File: src/rtl/shift_ramp_generator_if.sv
`default_nettype none
// ============================================================================
//  Module      : shift_ramp_generator_if
//  Description : Control/status bundle between the synthesizer control FSM
//                (master) and the volume shift ramp generator (slave).
//                master drives: start, abort, shift_from, shift_to,
//                               step_size, step_interval
//                slave drives : shift_amount, busy, done, direction
//  Revision    : 1.0 - initial release
// ============================================================================
interface shift_ramp_generator_if #(
  parameter int SHIFT_W = 4,
  parameter int DIV_W   = 16
);

  // Request side
  logic               start;
  logic               abort;
  logic [SHIFT_W-1:0] shift_from;
  logic [SHIFT_W-1:0] shift_to;
  logic [SHIFT_W-1:0] step_size;
  logic [DIV_W-1:0]   step_interval;

  // Status side
  logic [SHIFT_W-1:0] shift_amount;
  logic               busy;
  logic               done;
  logic               direction;

  modport master (
    output start,
    output abort,
    output shift_from,
    output shift_to,
    output step_size,
    output step_interval,
    input  shift_amount,
    input  busy,
    input  done,
    input  direction
  );

  modport slave (
    input  start,
    input  abort,
    input  shift_from,
    input  shift_to,
    input  step_size,
    input  step_interval,
    output shift_amount,
    output busy,
    output done,
    output direction
  );

endinterface
`default_nettype wire

File: src/rtl/shift_ramp_generator.sv
`default_nettype none
// ============================================================================
//  Module      : shift_ramp_generator
//  Description : Ramps a volume shift amount from a start value towards a
//                target in programmable steps at a programmable rate, and
//                clamps at the target so it never overshoots or wraps.
//                Up ramps (increasing shift) fade out, down ramps fade in.
//  Ports       : clock - system clock, rising edge
//                reset - synchronous, active-low
//                bus   - shift_ramp_generator_if.slave
//                        in : start, abort, shift_from, shift_to,
//                             step_size, step_interval
//                        out: shift_amount, busy, done, direction
//  Revision    : 1.0 - initial release
// ============================================================================
module shift_ramp_generator #(
  parameter int SHIFT_W = 4,
  parameter int DIV_W   = 16
) (
  input  wire logic              clock,
  input  wire logic              reset,
  shift_ramp_generator_if.slave  bus
);

  localparam logic [SHIFT_W-1:0] c_step_one = SHIFT_W'(1);
  localparam logic [DIV_W-1:0]   c_div_one  = DIV_W'(1);

  typedef enum logic [0:0] {
    ST_IDLE = 1'b0,
    ST_RAMP = 1'b1
  } state_t;

  state_t             r_state;
  logic [SHIFT_W-1:0] r_target;
  logic [SHIFT_W-1:0] r_step;
  logic [DIV_W-1:0]   r_interval;
  logic [DIV_W-1:0]   r_divider;
  logic [SHIFT_W-1:0] r_shift;
  logic               r_busy;
  logic               r_done;
  logic               r_dir;

  // Zero step/interval would stall the ramp forever; both are promoted to 1.
  logic [SHIFT_W-1:0] w_step_in;
  logic [DIV_W-1:0]   w_interval_in;

  assign w_step_in     = (bus.step_size == '0)     ? c_step_one : bus.step_size;
  assign w_interval_in = (bus.step_interval == '0) ? c_div_one  : bus.step_interval;

  // One-bit-wider step arithmetic: the extra MSB catches carry out of the
  // top value on the way up and borrow below zero on the way down, so the
  // clamp against the target sees the true result instead of a wrapped one.
  logic [SHIFT_W:0]   w_target_ext;
  logic [SHIFT_W:0]   w_sum;
  logic [SHIFT_W:0]   w_diff;
  logic [SHIFT_W-1:0] w_up_next;
  logic [SHIFT_W-1:0] w_dn_next;
  logic [SHIFT_W-1:0] w_next_shift;
  logic               w_step_due;
  logic               w_at_target;

  assign w_target_ext = {1'b0, r_target};
  assign w_sum        = {1'b0, r_shift} + {1'b0, r_step};
  assign w_diff       = {1'b0, r_shift} - {1'b0, r_step};

  assign w_up_next = (w_sum >= w_target_ext) ? r_target : w_sum[SHIFT_W-1:0];

  // A set MSB means the subtraction went below zero, which is always past
  // the target regardless of how the low bits compare.
  assign w_dn_next = (w_diff[SHIFT_W] || (w_diff <= w_target_ext))
                     ? r_target : w_diff[SHIFT_W-1:0];

  assign w_next_shift = r_dir ? w_up_next : w_dn_next;
  assign w_step_due   = (r_divider == (r_interval - c_div_one));
  assign w_at_target  = (r_shift == r_target);

  always_ff @(posedge clock) begin
    if (!reset) begin
      r_state    <= ST_IDLE;
      r_target   <= '0;
      r_step     <= c_step_one;
      r_interval <= c_div_one;
      r_divider  <= '0;
      r_shift    <= '0;
      r_busy     <= 1'b0;
      r_done     <= 1'b0;
      r_dir      <= 1'b0;
    end else begin
      case (r_state)
        ST_IDLE: begin
          // done is a single-cycle pulse; clear it on the first idle edge.
          r_done <= 1'b0;
          if (bus.start && !bus.abort) begin
            r_target   <= bus.shift_to;
            r_step     <= w_step_in;
            r_interval <= w_interval_in;
            r_shift    <= bus.shift_from;
            r_dir      <= (bus.shift_to > bus.shift_from);
            r_divider  <= '0;
            r_busy     <= 1'b1;
            r_state    <= ST_RAMP;
          end
        end

        ST_RAMP: begin
          if (bus.abort) begin
            // Freeze wherever the ramp got to; no completion is reported.
            r_busy  <= 1'b0;
            r_state <= ST_IDLE;
          end else if (w_at_target) begin
            r_busy  <= 1'b0;
            r_done  <= 1'b1;
            r_state <= ST_IDLE;
          end else if (w_step_due) begin
            r_divider <= '0;
            r_shift   <= w_next_shift;
          end else begin
            r_divider <= r_divider + c_div_one;
          end
        end

        default: begin
          r_busy  <= 1'b0;
          r_done  <= 1'b0;
          r_state <= ST_IDLE;
        end
      endcase
    end
  end

  assign bus.shift_amount = r_shift;
  assign bus.busy         = r_busy;
  assign bus.done         = r_done;
  assign bus.direction    = r_dir;

endmodule
`default_nettype wire

File: src/flat_wrapper.sv
// flat-port wrapper written by rule: the top's interface ports become plain ports
module shift_ramp_generator_flat 
#(
  parameter int SHIFT_W = 4,
  parameter int DIV_W   = 16
)
  (clock, reset, bus_start, bus_abort, bus_shift_from, bus_shift_to, bus_step_size, bus_step_interval, bus_shift_amount, bus_busy, bus_done, bus_direction);
  shift_ramp_generator_if #(.SHIFT_W(SHIFT_W), .DIV_W(DIV_W)) bus_i ();
  input  wire logic clock;
  input  wire logic reset;
  input wire logic [$bits(bus_i.start)-1:0] bus_start;
  input wire logic [$bits(bus_i.abort)-1:0] bus_abort;
  input wire logic [$bits(bus_i.shift_from)-1:0] bus_shift_from;
  input wire logic [$bits(bus_i.shift_to)-1:0] bus_shift_to;
  input wire logic [$bits(bus_i.step_size)-1:0] bus_step_size;
  input wire logic [$bits(bus_i.step_interval)-1:0] bus_step_interval;
  output wire logic [$bits(bus_i.shift_amount)-1:0] bus_shift_amount;
  output wire logic [$bits(bus_i.busy)-1:0] bus_busy;
  output wire logic [$bits(bus_i.done)-1:0] bus_done;
  output wire logic [$bits(bus_i.direction)-1:0] bus_direction;
  assign bus_i.start = bus_start;
  assign bus_i.abort = bus_abort;
  assign bus_i.shift_from = bus_shift_from;
  assign bus_i.shift_to = bus_shift_to;
  assign bus_i.step_size = bus_step_size;
  assign bus_i.step_interval = bus_step_interval;
  assign bus_shift_amount = bus_i.shift_amount;
  assign bus_busy = bus_i.busy;
  assign bus_done = bus_i.done;
  assign bus_direction = bus_i.direction;
  shift_ramp_generator #(.SHIFT_W(SHIFT_W), .DIV_W(DIV_W)) u_core (.clock(clock), .reset(reset), .bus(bus_i));
endmodule
File: config.mk
export PLATFORM = sky130hd
export DESIGN_NAME = shift_ramp_generator_flat
export DESIGN_NICKNAME = d
export VERILOG_FILES = /design/src/rtl/shift_ramp_generator_if.sv /design/src/rtl/shift_ramp_generator.sv /design/src/flat_wrapper.sv
export SDC_FILE = /design/constraint.sdc
export NUM_CORES = 1
export LEC_CHECK = 0
export ABC_CLOCK_PERIOD_IN_PS = 7800
export CORE_MARGIN = 1
export CORE_UTILIZATION = 35
export CTS_CLUSTER_SIZE = 16
export DETAILED_ROUTE_END_ITERATION = 8
export DONT_BUFFER_PORTS = 1
export GPL_ROUTABILITY_DRIVEN = 0
export PLACE_DENSITY = 0.48
export SKIP_CTS_REPAIR_TIMING = 1
export SLEW_MARGIN = 20
export SYNTH_ARGS = -nofsm -noshare
export SYNTH_HDL_FRONTEND = slang
export SYNTH_SLANG_ARGS = --single-unit
File: constraint.sdc
create_clock -name clock -period 7.8 [get_ports clock]
set_input_delay 0.39 -clock clock [delete_from_list [all_inputs] [get_ports clock]]
set_output_delay 0.39 -clock clock [all_outputs]
set_load 0.01 [all_outputs]
==> metrics.md, run 1 <==
| Metric | Value |
|---|---|
| Outcome | finished clean |
| Final setup violation count | 0 |
| Initial core utilization | 0.360 |
| # DRC | 0 |
| CTS buffer count | 5 |
| Most instantiated library cell after synthesis | nand2_1 |
| PD cells | between 150 and 200 mW/mm² |
| Async SR Flop Fraction | 0 |
| Worst VDD drop | ~0.000060 V |
| Critical path endpoint | u_core.bus.shift_amount[1] |
| HP Class | in -> reg |
| Die width | approximately 100 µm |
| Post-synthesis sequential area ratio | 0.290 |
| Reg-to-reg critical path startpoint | u_core.bus.shift_amount[0] |
| Cell area after layout | 0.00347 mm² |
| Ys flop type | dfxtp_1 |
| Leak | 1.26 nW |
| Post-synth top cells | 62 x nand2_1, 48 x dfxtp_1, 36 x a21oi_1 |
| Drt initial violations | approximately 130 |
| Sequential Area | a little under 0.001 mm² |
| Final ANT Viol Nets | 0 |
| Synthesized area per cell | just under 8 µm² |
| Layout cells sized above 1 | 0.0469 |
| Post-synthesis cell area | roughly 0.0033 mm² |
| Maxcap violations | 0 |
| Initial antenna violation count | 0 |
| Slowest Stage Delay on Critical Path | 0.69 ns |
| Area Overhead vs Synth | 4.88% |
| Routed WL | about 8500 µm |
| Endpoints failing hold | 0 |
| Routed length per instance | 16.4 µm |
| RSZ-0062 raised after global routing | no |
| Drt first pass iters | 5 |
| H-tree depth | 2 |
| Clock Path Buffers | 2 |
| Ys Warns | 0 |
| Count of final max-slew check failures | 0 |
| Synthesis-stage register bit count | 48 |
| Crit-path slowest cell | a2111oi_2 |
| CTS tree | yes |
| Global-route wire length before repair | approximately 14000 µm |
| Num rows | 35 |
| Pin count of the biggest net entering global routing | 32 |
| Reg2reg path depth | 11 |
| CP startpoint | u_core.bus.shift_amount[0] |
| Worst-Skew Late Latency | 0.30 ns |
| Final HPWL DP | roughly 6400 µm |
| Vias in the first global route | approximately 2800 |
| Clk_skew | between 0.003 and 0.004 ns |
| Dpl cell area | roughly 0.0034 mm² |
| Multi-input gate area in the final layout | about 0.0022 mm² |
| DP Cell Count | between 500 and 600 |
| Chip height | a little under 100 µm |
| Crit. End Element | flop |
| Syn nets | between 400 and 500 |
| Clk sinks | 48 |
| Place WS | between 4 and 5 ns |
| Worst EP arrival | approximately 3.9 ns |
| Core region area | a little over 0.009 mm² |
| Setup WS post-layout | 4.14 ns |
| Startpoint types | flop |
| Max Fclk | ~270 MHz |
| Count of different cell masters after synthesis | 56 |
| Crit path required time | around 8 ns |
| CP Class | reg -> reg |
| Total congestion overflow | 0 |
| Final non-filler cell total | about 520 |
| Crit-path max FO | 5 |
| Routed vias/inst | 5.50 |
| Tmin final | 3.66 ns |
| CTS root buffer | clkbuf_8 |
| Die ar. | about 0.0098 mm² |
| Slew @ Worst Pin | 0.804 ns |
| I/O pins | 39 |
| Synth Instances | approximately 420 |
| CP dominant cell by count | ha_1 |
| Final period util | 0.469 |
| Slew HR | 0.459 |
| Synth top area share | 0.290 |
| GR Util All Layers | 0.182 |
| Diode count | 0 |
| Top post-synthesis cells by area | dfxtp_1 29%, ha_1 8.3%, nand2_1 7.0% |
| Crit path cell chain | ha_1, fa_1, xnor2_1, ha_1, a21oi_1, o21ai_0, a2111oi_2, mux2i_1, o221a_2, or4b_1, o211ai_1 |
| Reg clk slew, reported paths | 0.09 ns |
| R2r setup slk | roughly 4.1 ns |
| Port Buf Inserts | 0 |
| Largest area contributor in the netlist | dfxtp_1 |
| Nets | 460 |
| Fill cells | 971 |
| Post-synth EDFFs | 0 |
| Sum Neg Setup Slack | 0 ns |
| Routed via count | around 2800 |
| R2r endpoint | u_core.bus.shift_amount[1] |
-- state kept, by name, summed over array words and instances (netlist names), 4 cells and up --
register                 cells
u_core.r_target              4
u_core.r_divider            16
u_core.bus.shift_amount      4
u_core.r_interval           16
u_core.r_step                4
-- per-layer routing --
| layer | track usage | part of all wire |
|---|---|---|
| met4 | 0.0373 | 0.0072 |
| met1 | 0.266 | 0.54 |
| met2 | 0.285 | 0.42 |
| met5 | 0 | 0 |
| met3 | 0.0274 | 0.040 |
-- through the flow --
step / util / power (mW) / hold WS, ns
6_report: 0.377 / 0.590 / 0.175
2_1_floorplan: - / 0.399 / 0.449
3_3_place_gp: 0.366 / 0.433 / 0.466
4_1_cts: 0.376 / 0.597 / 0.164
3_5_place_dp: 0.366 / 0.434 / 0.472
5_1_grt: 0.377 / 0.630 / 0.166
-- cell families after synthesis --
| kind of cell | after synthesis | share of synthesized area |
|---|---|---|
| adder cells (fa/ha/maj) | 24 | 0.0953 |
| XOR/XNOR | 37 | 0.0980 |
| flip-flops | 48 | 0.290 |
| buffers and inverters | 44 | 0.0522 |
| AO/OA/AOI/OAI | 90 | 0.182 |
| AND/OR/NAND/NOR | 167 | 0.257 |
| multiplexers | 8 | 0.0250 |
-- where the power goes --
group / internal (mW) / switching (mW)
logic: 0.0658 / 0.0924
registers: 0.255 / 0.0180
clock network: 0.0723 / 0.0870
-- how the worst min path moves through the flow --
stage | start | endpoint | slack, ns | cells past startpoint
3_5_place_dp | u_core.r_interval[15] | u_core.r_interval[15] | 0.47 | 2
3_3_place_gp | u_core.r_step[2] | u_core.r_step[2] | 0.47 | 2
2_1_floorplan | u_core.r_interval[15] | u_core.r_interval[15] | 0.45 | 2
5_1_grt | reset | u_core.r_step[0] | 0.17 | 1
4_1_cts | reset | u_core.r_step[0] | 0.16 | 1
6_report | reset | u_core.r_interval[0] | 0.17 | 1
-- cell usage in the layout (no fill, tap or decap), types with 4 or more instances in the layout --
cell type,n
a211oi_1,6
a21oi_1,36
a32oi_1,5
and2_1,4
and3_1,6
clkbuf_8,6
dfxtp_1,48
ha_1,22
inv_1,20
mux2i_1,6
nand2_1,62
nand2b_1,5
nand3_1,10
nand4_1,4
nor2_1,15
nor2b_1,6
nor3_1,25
nor4_1,7
o211ai_1,6
o21ai_0,13
or4_1,5
xnor2_1,14
xor2_1,23
-- critical path, delay by kind of cell, from the launching register on --
family                     cells  cell delay [ns]
AOI/OAI and AO/OA              5             1.31
xor gates and xnor gates       1             0.23
adders and majority gates      3             0.95
DFF                            1             0.41
muxes                          1             0.26
and+or+nand+nor                1             0.42
-- layout make-up --
cell class                 instances  area share
timing repair buffer               2     0.00433
sequential                        48       0.277
tap                              111      0.0400
clock buffer                       7      0.0249
multi-input combinational        326       0.629
inverter                          21      0.0227
clock inverter                     1     0.00216
Note: power is estimated with default switching activity, not from simulation.
==> run 2, diff against run 1 <==
--- a/config.mk
+++ b/config.mk
@@ -5,14 +5,14 @@
 export SDC_FILE = /design/constraint.sdc
 export NUM_CORES = 1
 export LEC_CHECK = 0
-export ABC_CLOCK_PERIOD_IN_PS = 7800
+export ABC_CLOCK_PERIOD_IN_PS = 3310
 export CORE_MARGIN = 1
 export CORE_UTILIZATION = 35
 export CTS_CLUSTER_SIZE = 16
 export DETAILED_ROUTE_END_ITERATION = 8
 export DONT_BUFFER_PORTS = 1
 export GPL_ROUTABILITY_DRIVEN = 0
-export PLACE_DENSITY = 0.48
+export PLACE_DENSITY = 0.5
 export SKIP_CTS_REPAIR_TIMING = 1
 export SLEW_MARGIN = 20
 export SYNTH_ARGS = -nofsm -noshare
==> constraint.sdc (replaced) <==
create_clock -name clock -period 3.31 [get_ports clock]
set_input_delay 0.1655 -clock clock [delete_from_list [all_inputs] [get_ports clock]]
set_output_delay 0.1655 -clock clock [all_outputs]
set_load 0.01 [all_outputs]
==> run 2 against run 1 <==
  * The run now ends with negative hold slack left
  * Setup slack worse by 4.0 ns
  * Fmax is 15% higher
  * Clock power up 140%
  * Total power rose to 2.6 times the previous value
  * Utilization is 4.3 points higher
  * First-iteration DRC count is 29% higher
  * Wire length rose by 5.0%
  * Via count up 6.6%
  * Final area increased by 11%
  * Global-route usage increased by 0.11 points
  * Register-to-register slack lost 4.0 ns
  * Highest routed layer unchanged
==> metrics.md, run 2 (synthesized netlist as in run 1, its figures left out) <==
| Metric | Value |
|---|---|
| Sum Neg Setup Slack | 0 ns (unchanged) |
| Min-Delay Startpoint | bus_step_interval[11] (was reset) |
| Most common cell after layout, fill and taps aside | nand2_1 (unchanged) |
| Nets | 500 (was 460) |
| Crit-path slowest cell | a2111oi_4 (was a2111oi_2) |
| Vias in the first global route | 2907 (was 2816) |
| Layout cells sized above 1 | 0.121 (was 0.0469) |
| CTS root buffer | clkbuf_8 (unchanged) |
| Reg2reg path depth | 10 (was 11) |
| Leak | 1.46 nW (was 1.26 nW) |
| Endpoints failing hold | 5 (was 0) |
| H-tree depth | 2 (unchanged) |
| WHS Endpoint | u_core.r_interval[11] (was u_core.r_interval[0]) |
| Die ar. | 0.00984 mm² (unchanged) |
| Crit-path max FO | 5 (unchanged) |
| Num rows | 35 (unchanged) |
| WL met2 | 3850 µm (was 3510 µm) |
| HP Class | in -> reg (unchanged) |
| Slew @ Worst Pin | 0.772 ns (was 0.804 ns) |
| Routed vias/inst | 5.44 (was 5.50) |
| Tmin final | 3.20 ns (was 3.66 ns) |
| Area Overhead vs Synth | 16.7% (was 4.88%) |
| Place WS | -0.00967 ns (was 4.16 ns) |
| Slew HR | 0.481 (was 0.459) |
| Initial core utilization | 0.360 (unchanged) |
| Most used cells in the layout excluding fill and tap cells | 62 x nand2_1, 46 x dfxtp_1, 35 x a21oi_1 (was 62 x nand2_1, 48 x dfxtp_1, 36 x a21oi_1) |
| Crit path required time | 3.54 ns (was 8.03 ns) |
| Port Buf Inserts | 0 (unchanged) |
| Routed WL | 8880 µm (was 8460 µm) |
| Max Fclk | 313 MHz (was 273 MHz) |
| Worst EP arrival | 3.43 ns (was 3.89 ns) |
| GR Util All Layers | 0.184 (was 0.182) |
| Slowest Stage Delay on Critical Path | 0.44 ns (was 0.69 ns) |
| PD cells | 392 mW/mm² (was 170 mW/mm²) |
| Failing checks | negative hold slack |
| Pin count of the biggest net entering global routing | 32 (unchanged) |
| Clock Path Buffers | 2 (unchanged) |
| Total congestion overflow | 0 (unchanged) |
| Largest regs | u_core.r_divider: 16 flops, u_core.r_interval: 16 flops (unchanged) |
| Startpoint types | flop (unchanged) |
| R2r setup slk | 0.11 ns (was 4.14 ns) |
| Chip height | 99.2 µm (unchanged) |
| I/O pins | 39 (unchanged) |
| Clk_skew | 0.00870 ns (was 0.00383 ns) |
| Reg clk slew, reported paths | 0.10 ns (was 0.09 ns) |
| Initial antenna violation count | 0 (unchanged) |
| Final HPWL DP | 6570 µm (was 6370 µm) |
| Crit path cell chain | buf_4, ha_1, a221oi_2, xor2_1, ha_1, a2111oi_4, mux2i_1, o221a_2, or4b_1, o211ai_1 (was ha_1, fa_1, xnor2_1, ha_1, a21oi_1, o21ai_0, a2111oi_2, mux2i_1, o221a_2, or4b_1, o211ai_1) |
| Top Metal Used | met4 (unchanged) |
| Outcome | finished, violations left (was finished clean) |
| Global-route wire length before repair | 14400 µm (was 14300 µm) |
| Routed length per instance | 16.0 µm (was 16.4 µm) |
| Clk sinks | 48 (unchanged) |
| Final period util | 0.966 (was 0.469) |
| Core region area | 0.00920 mm² (unchanged) |
| Worst VDD drop | 0.000161 V (was 0.0000603 V) |
| Setup WS post-layout | 0.114 ns (was 4.14 ns) |
| Final setup violation count | 0 (unchanged) |
| CTS tree | yes (unchanged) |
| # DRC | 0 (unchanged) |
| CP Class | reg -> reg (unchanged) |
| Drt first pass iters | 4 (was 5) |
| Maxcap violations | 0 (unchanged) |
| Routed via count | 3023 (was 2837) |
| Total power | 1.51 mW (was 590 µW) |
| WL met3 | 406 µm (was 337 µm) |
| Count of final max-slew check failures | 0 (unchanged) |
| Wire length on met1 | 4570 µm (was 4550 µm) |
| Worst-Skew Late Latency | 0.30 ns (about the same) |
| Final ANT Viol Nets | 0 (unchanged) |
| R2r endpoint | u_core.bus.shift_amount[1] (unchanged) |
| Cells on Worst Hold Path | 2 (was 1) |
| Crit. End Element | flop (unchanged) |
| CTS buffer count | 5 (unchanged) |
| WHS | -0.0106 ns (was 0.175 ns) |
| Diode count | 0 (unchanged) |
| Drt initial violations | 173 (was 134) |
| CP dominant cell by count | ha_1 (unchanged) |
| Die width | 99.2 µm (unchanged) |
| Reg-to-reg critical path startpoint | u_core.bus.shift_amount[1] (was u_core.bus.shift_amount[0]) |
==> run 2: cell count changes in the layout (fill, tap and decap cells not counted), moves of 2 or more <==
cell	delta
buf_4	+25
dlygate4sd3_1	+15
dfxtp_1	-2
dfxtp_2	+2
fa_1	-2
fa_2	+2
==> run 2: stage by stage <==
step           area [µm²]  utilization  instances
3_3_place_gp         3540        0.385        529
6_report             3860        0.420        556
2_1_floorplan        3320            -        418
5_1_grt              3860        0.420        556
4_1_cts              3630        0.395        537
3_5_place_dp         3540        0.385        529
==> run 2: cell type report <==
class / count / area (µm²)
inverter: 21 / 78.8
timing repair buffer: 42 / 353
clock buffer: 6 / 82.6
fill: 948 / 5340
tap: 111 / 139
clock inverter: 2 / 13.8
multi-input combinational: 326 / 2230
sequential: 48 / 963
==> run 2: where the power goes <==
part / leakage (nW) / switching [mW] / internal (mW) / total, mW
combinational: 1.02 / 0.256 / 0.236 / 0.492
sequential: 0.391 / 0.0309 / 0.601 / 0.632
clock: 0.0516 / 0.216 / 0.172 / 0.388
total: 1.46 / 0.503 / 1.01 / 1.51
==> run 2: worst max-delay path: cells and delay by family, from the launching register on <==
kind	cells	cell delay, ns
flip-flops	1	0.38
multiplexers	1	0.24
buffers and inverters	1	0.17
adder cells (fa/ha/maj)	2	0.52
XOR/XNOR	1	0.27
AO/OA/AOI/OAI	4	1.10
AND/OR/NAND/NOR	1	0.44
==> run 2: worst max-delay path by stage <==
stage	endpoint	depth (start not counted)	slack, ns	start
final	u_core.bus.shift_amount[1]	10	0.11	u_core.bus.shift_amount[1]
after global routing	u_core.bus.shift_amount[1]	10	-0.02	u_core.bus.shift_amount[1]
after CTS	u_core.bus.shift_amount[1]	11	-0.06	u_core.bus.shift_amount[0]
after detailed placement	u_core.bus.shift_amount[1]	11	-0.01	u_core.bus.shift_amount[0]
after global placement	u_core.bus.shift_amount[1]	13	0.07	u_core.r_step[0]
after floorplan	u_core.bus.shift_amount[1]	11	0.05	u_core.bus.shift_amount[0]
==> run 2: routing by layer <==
| metal | vias to the layer above | track usage |
|---|---|---|
| li1 | 1546 | - |
| met3 | 2 | 0.0281 |
| met4 | 0 | 0.0373 |
| met1 | 1420 | 0.272 |
| met5 | - | 0 |
| met2 | 55 | 0.280 |
